==> src/rtl/bch80_64_enc.sv <==
// Iterative (80,64) BCH/Hamming encoder: B data bits per cycle,
// check-matrix columns generated on the fly by an LFSR-style step.
module bch80_64_enc #(
   parameter int B = 8
) (
   input  logic        clk,
   input  logic        rst,
   input  logic        in_valid,
   output logic        in_ready,
   input  logic [63:0] in_data,
   output logic        out_valid,
   input  logic        out_ready,
   output logic [79:0] out_code,
   output logic [15:0] out_parity
);

   localparam int STEPS = 64 / B;
   localparam int CW    = (STEPS > 1) ? $clog2(STEPS) : 1;
   localparam logic [CW-1:0] LAST = CW'(STEPS - 1);
   localparam logic [15:0] COL0 = 16'h6097;
   localparam logic [15:0] POLY = 16'hC6F6;

   if (!(B == 1 || B == 2 || B == 4 || B == 8 ||
         B == 16 || B == 32 || B == 64)) begin : g_bad_b
      $fatal(1, "bch80_64_enc: B must be a power of two in 1..64");
   end

   typedef enum logic [1:0] {
      IDLE,
      BUSY,
      DONE
   } state_t;

   state_t state, state_nxt;

   logic [63:0]   shreg;
   logic [63:0]   hold;
   logic [15:0]   acc, acc_nxt;
   logic [15:0]   col, col_nxt;
   logic [CW-1:0] cnt;
   logic          accept;
   logic          last;

   function automatic logic [15:0] colstep(input logic [15:0] c);
      return (c >> 1) ^ (c[0] ? POLY : 16'h0000);
   endfunction

   assign in_ready   = (state == IDLE) & ~rst;
   assign accept     = in_valid & in_ready;
   assign last       = (cnt == LAST);
   assign out_valid  = (state == DONE);
   assign out_code   = {hold, acc};
   assign out_parity = acc;

   always_ff @(posedge clk) begin
      if (rst) state <= IDLE;
      else     state <= state_nxt;
   end

   always_comb begin
      state_nxt = state;
      unique case (state)
         IDLE: if (accept)    state_nxt = BUSY;
         BUSY: if (last)      state_nxt = DONE;
         DONE: if (out_ready) state_nxt = IDLE;
         default:             state_nxt = IDLE;
      endcase
   end

   // Unrolled B-step chain: accumulate, then advance the column.
   always_comb begin
      acc_nxt = acc;
      col_nxt = col;
      for (int k = 0; k < B; k++) begin
         if (shreg[63-k]) acc_nxt = acc_nxt ^ col_nxt;
         col_nxt = colstep(col_nxt);
      end
   end

   always_ff @(posedge clk) begin
      if (rst) begin
         shreg <= '0;
         hold  <= '0;
         acc   <= '0;
         col   <= '0;
         cnt   <= '0;
      end else begin
         unique case (state)
            IDLE: begin
               if (accept) begin
                  shreg <= in_data;
                  hold  <= in_data;
                  acc   <= '0;
                  col   <= COL0;
                  cnt   <= '0;
               end
            end
            BUSY: begin
               shreg <= shreg << B;
               acc   <= acc_nxt;
               col   <= col_nxt;
               cnt   <= cnt + CW'(1);
            end
            default: ;
         endcase
      end
   end

endmodule

==> config.mk <==
export PLATFORM = sky130hd
export DESIGN_NAME = bch80_64_enc
export DESIGN_NICKNAME = d
export VERILOG_FILES = /design/src/rtl/bch80_64_enc.sv
export SDC_FILE = /design/constraint.sdc
export NUM_CORES = 1
export LEC_CHECK = 0
export BUFFER_PORTS_ARGS = -buffer_cell sky130_fd_sc_hd__clkbuf_2
export CAP_MARGIN = 25
export CORE_UTILIZATION = 25
export CTS_CLUSTER_SIZE = 24
export DETAILED_ROUTE_END_ITERATION = 10
export PLACE_DENSITY = 0.44
export SLEW_MARGIN = 20
export SYNTH_ARGS = -nofsm -noshare
export SYNTH_HDL_FRONTEND = slang
export SYNTH_SLANG_ARGS = --single-unit
==> constraint.sdc <==
create_clock -name clk -period 2.7 [get_ports clk]
set_input_delay 0.135 -clock clk [delete_from_list [all_inputs] [get_ports clk]]
set_output_delay 0.135 -clock clk [all_outputs]
set_load 0.005 [all_outputs]
==> Yosys cells after proc, flatten, opt, wreduce, memory -nomap -nowiden <==
Index checks and enable logic that the tools add are counted.
W data, S select, Z words.
{ "totals": {"reg_bits": 165, "inputBits": 68, "out_inout_bits": 98, "elab_cells": 65} }
{ "classes": {"addsub": 1, "n_eq_ne": 6, "mux": 28, "bitwise": 19, "reduce_logical": 5} }
{ "ops": {"columns": ["cell", "n"], "rows": [
  ["$mux W16", 18],
  ["$pmux W64 S2", 1],
  ["$xor A15 B16 Y16", 8],
  ["$xor A16 B16 Y16", 8],
  ["$mux W64", 1],
  ["$pmux W16 S2", 2],
  ["$mux W2", 3],
  ["$pmux W2 S3", 1],
  ["$pmux W3 S2", 1],
  ["$ne A2 B2 Y1 const B", 2],
  ["$reduce_and A2 Y1", 2],
  ["$add A3 B1 Y3 const B", 1],
  ["$eq A3 B3 Y1 const B", 1],
  ["$mux W3", 1],
  ["$reduce_and A3 Y1", 1],
  ["$and A1 B1 Y1", 2],
  ["$eq A2 B1 Y1 const B", 1],
  ["$eq A2 B2 Y1 const B", 1],
  ["$logic_not A2 Y1", 1],
  ["$ne A2 B1 Y1 const B", 1],
  ["$reduce_bool A2 Y1", 1],
  ["$not A1 Y1", 1]
]} }

==> Longest topological paths before layout <==
Gate-level depths: netlist of run 1.
{ "depth": {"ltp_word": 17, "mapped_depth": 10, "mapped_depth_nobuf": 7} }

==> Least setup slack after synthesis of run 1 <==
Ideal clock, no wire load.
{ "synth_path": {"kind": "register to register", "start": "reg col[3]", "end": "reg acc[0], in the netlist out_parity[0]", "setup_time_ps": 123, "arrival_ps": 2050, "required_ps": 2577, "path_slack_ps": 527, "path_stages_with_launch": 9, "path_buffers": 1, "synth_period_minus_slack_ps": 2173, "cell_sequence": "dfxtp_1 > buf_6 > xor3_2 > xnor2_4 > nand2_4 > xnor2_2 > xnor3_1 > a21oi_1 > o22ai_1"} }
{ "synth_via": {"elab_chain_cells": 14, "elab_cells_between_ends": 20, "cone_classes": "mux: 8; bitwise: 12"} }
{ "synth_rtl": {"columns": ["item", "line", "text"], "rows": [
  ["start: declaration", "39", "logic [15:0] col, col_nxt;"],
  ["start signal: assignment", "101", "col <= col_nxt;"],
  ["$xor A15 B16 Y16 * (3 in a row)", "45", "return (c >> 1) ^ (c[0] ? POLY : 16'h0000);"],
  ["$xor A16 B16 Y16", "75", "if (shreg[63-k]) acc_nxt = acc_nxt ^ col_nxt;"],
  ["$mux W16", "75", null],
  ["$xor A16 B16 Y16", "75", null],
  ["$mux W16", "75", null],
  ["$xor A16 B16 Y16", "75", null],
  ["$mux W16", "75", null],
  ["$xor A16 B16 Y16", "75", null],
  ["$mux W16", "75", null],
  ["$xor A16 B16 Y16", "75", null],
  ["$mux W16 *", "75", null],
  ["$pmux W16 S2 *", "88", "unique case (state)"],
  ["end signal: assignment", "100", "acc <= acc_nxt;"],
  ["end: declaration", "38", "logic [15:0] acc, acc_nxt;"]
]} }
Every way passes the cells marked *; elsewhere a longest branch is shown, timed or not.
A chain may end at the register's enable or synchronous reset.

==> Worst setup path in the final report of run 1 <==
{ "layout_path": {"start": "reg col[0]", "end": "reg acc[2], in the netlist out_parity[2]"} }
{ "layout_via": {"elab_chain_cells": 17, "elab_cells_between_ends": 28, "cone_classes": "mux: 14; bitwise: 14"} }
{ "layout_rtl": {"columns": ["item", "line"], "rows": [
  ["$mux W16 *", "45"],
  ["$xor A15 B16 Y16 *", "45"],
  ["$xor A16 B16 Y16", "75"],
  ["$mux W16", "75"],
  ["$xor A16 B16 Y16", "75"],
  ["$mux W16", "75"],
  ["$xor A16 B16 Y16", "75"],
  ["$mux W16", "75"],
  ["$xor A16 B16 Y16", "75"],
  ["$mux W16", "75"],
  ["$xor A16 B16 Y16", "75"],
  ["$mux W16", "75"],
  ["$xor A16 B16 Y16", "75"],
  ["$mux W16", "75"],
  ["$xor A16 B16 Y16", "75"],
  ["$mux W16 *", "75"],
  ["$pmux W16 S2 *", "88"]
]} }
Marks and branches as above.

==> results of run 1 <==
==> final cells by class <==
class	instances	area share (%)
multi-input combinational	754	44.12
inverter	8	0.2599
clock inverter	14	1.852
clock buffer	18	3.715
tap	461	4.993
sequential	165	28.59
timing repair buffer	282	16.46
==> flip-flops by register name, summed over array words and instances (netlist names) <==
register,cells
cnt,3
col,16
hold,64
out_parity,16
shreg,64
state,2
==> cells in the mapped netlist (4+ instances only) <==
master,count,share of area (%)
xnor2_1,105,10
xnor3_1,19,4.8
nor2_1,90,3.8
mux2i_1,8,0.89
dfxtp_1,165,37
buf_6,8,1.0
a21oi_1,86,4.8
nor2b_1,4,0.28
a22o_1,11,1.1
xnor2_2,4,0.72
nor3_1,4,0.22
buf_4,20,1.7
a222oi_1,53,5.9
nand2_1,238,9.9
inv_1,8,0.33
o221a_2,4,0.50
nand3_1,5,0.28
xor2_1,52,5.1
nand2b_1,5,0.35
a22oi_1,22,1.8
clkbuf_1,68,2.8
buf_2,6,0.33
buf_1,11,0.46
o21ai_0,8,0.45
==> worst min-delay path, delay by kind of cell <==
kind | cells | cell delay, ps
AND/OR/NAND/NOR | 1 | 70
AO/OA/AOI/OAI | 1 | 80
buffers and inverters | 2 | 150
==> placed cells by master (no fill, tap or decap), drive strengths merged, types with 2 or more instances in the layout <==
cell type    Yosys  routed
nor2b            4       4
a21o             2       2
xor3             4       4
bufinv           0       4
nor2            90      90
nor3             4       4
mux2i            8       8
a311oi           2       2
nand3b           2       2
dlygate4sd3      0      63
mux2             3       3
ha               2       2
xnor3           20      20
o22ai            3       3
xor2            55      55
o21ai            8       8
buf             45      55
a22o            11      11
clkinvlp         0       2
xnor2          112     112
a222oi          53      53
nand2          239     239
a22oi           23      23
inv              8      15
or2              2       2
clkbuf          68     182
dfxtp          165     165
a21oi           86      86
o221a            4       4
nand2b           5       5
nand3            5       5
==> per-layer routing <==
layer  track usage, %  vias to the layer above
met3            3.672                       28
met5                0                        -
met1            22.22                     3784
met2            26.44                      252
met4            4.579                        2
li1                 -                     3877
==> worst max path at each step <==
stage | startpoint | end | depth (start not counted)
detailed placement | col[0]$_SDFFE_PP0P_ | out_parity[2]$_SDFFE_PP0P_ | 8
CTS | col[0]$_SDFFE_PP0P_ | out_parity[2]$_SDFFE_PP0P_ | 8
floorplan | col[3]$_SDFFE_PP0P_ | out_parity[0]$_SDFFE_PP0P_ | 8
global route | col[0]$_SDFFE_PP0P_ | out_parity[2]$_SDFFE_PP0P_ | 8
global placement | col[0]$_SDFFE_PP0P_ | out_parity[2]$_SDFFE_PP0P_ | 8
finish | col[0]$_SDFFE_PP0P_ | out_parity[2]$_SDFFE_PP0P_ | 8
==> cells by family after synthesis <==
group	share of synthesized area, %
AO/OA/AOI/OAI	15.63
XOR/XNOR	23.85
adder cells (fa/ha/maj)	0.2785
buffers and inverters	6.644
flip-flops	36.77
multiplexers	1.309
AND/OR/NAND/NOR	15.52
==> power breakdown <==
part	switching, W	total [W]	internal [W]
clock network	0.00117	0.00275	0.00159
logic	0.00279	0.00540	0.00261
registers	0.000348	0.00299	0.00264
==> metrics by stage <==
stage / cells / hold slack [ps] / setup slack (ps) / util (%)
6_report: 1702 / 24.43 / 134.6 / 32.56
4_1_cts: 1702 / 22.60 / 146.6 / 32.56
2_1_floorplan: 1040 / 271.0 / 527.1 / -
3_5_place_dp: 1607 / 388.8 / 177.4 / 28.97
5_1_grt: 1702 / 14.51 / 26.01 / 32.56
3_3_place_gp: 1607 / 382.9 / 230.9 / 28.97
==> timing repair <==
action,in CTS,in global routing
setup buffers,0,0
hold endpoints to repair,121,0
hold buffers,63,0
gates resized for setup,0,0
==> results.json, run 1 <==
{
  "drc": 0,
  "cpPeakStageDelay_ps": 610,
  "worstPathRequired_ps": 3030,
  "slowest_stage": "dfxtp_1",
  "rrSetupSlack_ps": 130,
  "drt-total-wl_mm": 30.09,
  "power_density_mw_per_mm2": 964.6,
  "slew_viol_final": 0,
  "num_io_pins": 166,
  "run_status": "complete, no violations",
  "r2r_start": "col[0]$_SDFFE_PP0P_",
  "rsz0062_at_grt": "no",
  "hold_violations": 0,
  "cts_buffers": 17,
  "gp_congestion": 0.9172,
  "wl_met1_mm": 13.65,
  "initial_utilization_pct": 25.31,
  "end_kind": "flip-flop",
  "nets": 1298,
  "overflow": 0,
  "seqCellArea_mm2": 0.003303,
  "critical-path-top-delay-family": "XOR/XNOR gates",
  "drive_gt1_share_pct": 22.32,
  "arrival_ps": 2900,
  "cts_tree": "done",
  "ys_ff_latch": 165,
  "setup-violations-final": 0,
  "startpoint_type": "flip-flop",
  "drt_iter0_drc": 699,
  "dr_wl_met2_mm": 14.14,
  "peakVddDrop_mv": 0.6080,
  "die_y_um": 191.6,
  "whs_path_depth": 4,
  "first_pass_iters": 8,
  "criticalPathCategory": "reg -> reg",
  "finalInstanceArea_mm2": 0.01155,
  "dieArea_mm2": 0.03669,
  "nFillCells": 3744,
  "die_w_um": 191.6,
  "clockBufferDepth": 2,
  "numClockSinks": 165,
  "synth-edff-count": 0,
  "synth_nets": 1110,
  "hold_start": "out_ready",
  "multi_input_area_mm2": 0.005097,
  "r2r_end": "out_parity[2]$_SDFFE_PP0P_",
  "area_growth_pct": 28.61,
  "path_cells": "buf_4 -> xor2_4 -> mux2i_1 -> mux2i_1 -> xnor2_1 -> xnor3_1 -> a21o_1 -> a21o_1",
  "place_area_mm2": 0.01028,
  "cts_max_level": 4,
  "holdPathEnd": "state[1]$_SDFFE_PP0P_",
  "netlist_area_mm2": 0.008982,
  "grt_pass1_vias": 7583,
  "relSlewSlack_pct": 43.00,
  "clk_pin_slew_ps": 80,
  "syn_area_per_cell_um2": 8.637,
  "fmax_mhz": 389.8,
  "worst-path-buf-inv": 1,
  "antenna_found_initial": 1,
  "seq_area_frac_synth_pct": 36.77,
  "ys_types": 47,
  "n_antenna_cell": 0,
  "syn-instance-count": 1040,
  "met3_length_mm": 1.909,
  "grt_use_total_pct": 16.55,
  "dr.max_layer_used": "met5",
  "report.power.total_w": 0.01114,
  "worst_slew_pin_slew_ps": 855.0,
  "grt_max_degree": 78,
  "ys.flop_type": "dfxtp_1",
  "clock_skew_ps": 15.35,
  "routed_via_density": 4.667,
  "clk_latency_ps": 440,
  "wl_per_cell_um": 17.68,
  "io_buffers": 165,
  "postRouteAntennaNets": 0,
  "hpwl_mm": 21.05,
  "min_path_type": "in -> reg",
  "rows": 69,
  "yosys_warnings": 0,
  "root_buffer": "clkbuf_16",
  "drv_cap": 0,
  "vias": 7943,
  "finalCritPeriodShare_pct": 95.01,
  "grt_pass1_wl_mm": 45.75,
  "coreArea_mm2": 0.03548,
  "p_leak_nw": 4.661,
  "tns_ps": 0,
  "async_flop_share_pct": 0,
  "r2r_cells": 8,
  "fin_crit_ps": 2565,
  "crit_fanout": 12
}
No activity file was read; power rests on OpenSTA's default activity.
==> run 2: changes to the inputs <==
==> constraint.sdc (replaced) <==
create_clock -name clk -period 2.7 [get_ports clk]
set_input_delay 0.675 -clock clk [delete_from_list [all_inputs] [get_ports clk]]
set_output_delay 0.675 -clock clk [all_outputs]
set_load 0.005 [all_outputs]
==> results.json, run 2 (synthesized netlist as in run 1, its figures left out) <==
{
  "wl_met1_mm": 13.57,
  "r2r_start": "col[3]$_SDFFE_PP0P_",
  "met3_length_mm": 1.814,
  "drc": 0,
  "die_w_um": 191.6,
  "criticalPathCategory": "reg -> reg",
  "postRouteAntennaNets": 0,
  "tns_ps": 0,
  "power_density_mw_per_mm2": 980.9,
  "min_path_type": "reg -> reg",
  "nets": 1241,
  "p_leak_nw": 4.406,
  "gp_congestion": 0.9108,
  "top_regs": "hold x64, shreg x64",
  "dr.max_layer_used": "met5",
  "io_buffers": 165,
  "grt_pass1_wl_mm": 44.78,
  "numClockSinks": 165,
  "cp-startpoint": "col[3]$_SDFFE_PP0P_",
  "rrSetupSlack_ps": 260,
  "coreArea_mm2": 0.03548,
  "cts_buffers": 17,
  "overflow": 0,
  "arrival_ps": 2780,
  "relSlewSlack_pct": 56.79,
  "hpwl_mm": 21.39,
  "crit_fanout": 7,
  "grt_use_total_pct": 16.36,
  "cp_common_cell": "xnor2_1",
  "grt_pass1_vias": 7291,
  "worst_slew_pin_slew_ps": 648.1,
  "area_growth_pct": 21.79,
  "end_kind": "flip-flop",
  "hold_violations": 0,
  "vias": 7785,
  "peakVddDrop_mv": 0.5717,
  "worstPathRequired_ps": 3040,
  "grt_max_degree": 131,
  "dr_wl_met2_mm": 13.86,
  "dieArea_mm2": 0.03669,
  "layout.cells.most_common": "nand2_1",
  "antenna_found_initial": 1,
  "finalCritPeriodShare_pct": 90.36,
  "die_y_um": 191.6,
  "rows": 69,
  "whs_ps": 454.9,
  "cts_max_level": 4,
  "setup-violations-final": 0,
  "path_cells": "buf_4 -> xor2_4 -> buf_4 -> xnor2_1 -> nand2_1 -> xnor2_1 -> xnor3_1 -> xnor2_1 -> a22o_1",
  "drt-total-wl_mm": 29.70,
  "fin_crit_ps": 2440,
  "rsz0062_at_grt": "no",
  "hold_start": "hold[48]$_SDFFE_PP0P_",
  "startpoint_type": "flip-flop",
  "run_status": "complete, no violations",
  "drt_iter0_drc": 703,
  "drv_cap": 0,
  "slowest_stage": "dfxtp_1",
  "fmax_mhz": 409.9,
  "layout_common_cells": "237 x nand2_1, 164 x dfxtp_1, 164 x clkbuf_2",
  "initial_utilization_pct": 25.31,
  "cts_tree": "done",
  "root_buffer": "clkbuf_16",
  "wl_per_cell_um": 18.06,
  "clockBufferDepth": 2,
  "first_pass_iters": 9,
  "drive_gt1_share_pct": 23.92,
  "postCtsSetupBuffers": 0,
  "clock_skew_ps": 16.97,
  "clk_latency_ps": 450,
  "cpPeakStageDelay_ps": 560,
  "slew_viol_final": 0,
  "n_antenna_cell": 0,
  "routed_via_density": 4.735,
  "num_io_pins": 166,
  "clk_pin_slew_ps": 70
}
run 2: critical path, delay by kind of cell (launching register included):
family	cells	cell delay, ps
xor+xnor	5	1010
flops	1	560
buf+inv	2	480
compound gates	1	170
simple gates	1	100
run 2: cell type report:
| class | instances | area, µm² |
|---|---|---|
| clock inverter | 11 | 95.09 |
| timing repair buffer | 225 | 1379 |
| clock buffer | 20 | 456.7 |
| tap | 461 | 576.8 |
| fill | 3780 | 24540 |
| sequential | 165 | 3304 |
| multi-input combinational | 754 | 5097 |
| inverter | 8 | 30.03 |
run 2: worst paths after layout:
path                            cells past startpoint                    endpoint
worst max-delay path                                9  out_parity[9]$_SDFFE_PP0P_
worst min-delay path                                2       hold[48]$_SDFFE_PP0P_
worst max register to register                      9  out_parity[9]$_SDFFE_PP0P_
worst min register to register                      2       hold[48]$_SDFFE_PP0P_
run 2: what timing repair did:
action / in CTS / in global routing
gates resized for setup: 0 / 1
hold buffers: 0 / 0
setup endpoints to repair: 0 / 1
endpoints found under the hold margin: 0 / 0
run 2: stage by stage:
step	utilization, %	cell area [µm²]	setup slack, ps	total power, W	cells
3_5_place_dp	29.27	10390	242.4	0.008398	1613
2_1_floorplan	-	8982	377.6	0.006884	1040
5_1_grt	30.83	10940	41.44	0.01133	1644
6_report	30.83	10940	260.4	0.01073	1644
3_3_place_gp	29.27	10390	253.8	0.008416	1613
4_1_cts	30.83	10940	221.6	0.01082	1644
run 2: power breakdown:
group / internal [W] / switching, W / leakage, nW
Sequential: 0.00265 / 0.000331 / 1.35
Clock: 0.00124 / 0.00112 / 0.267
Combinational: 0.00258 / 0.00281 / 2.79
run 2: metal layers:
layer,GRT usage (%),vias up
met3,3.451,26
met4,4.701,2
li1,-,3770
met2,26.06,245
met5,0,-
met1,22.08,3742
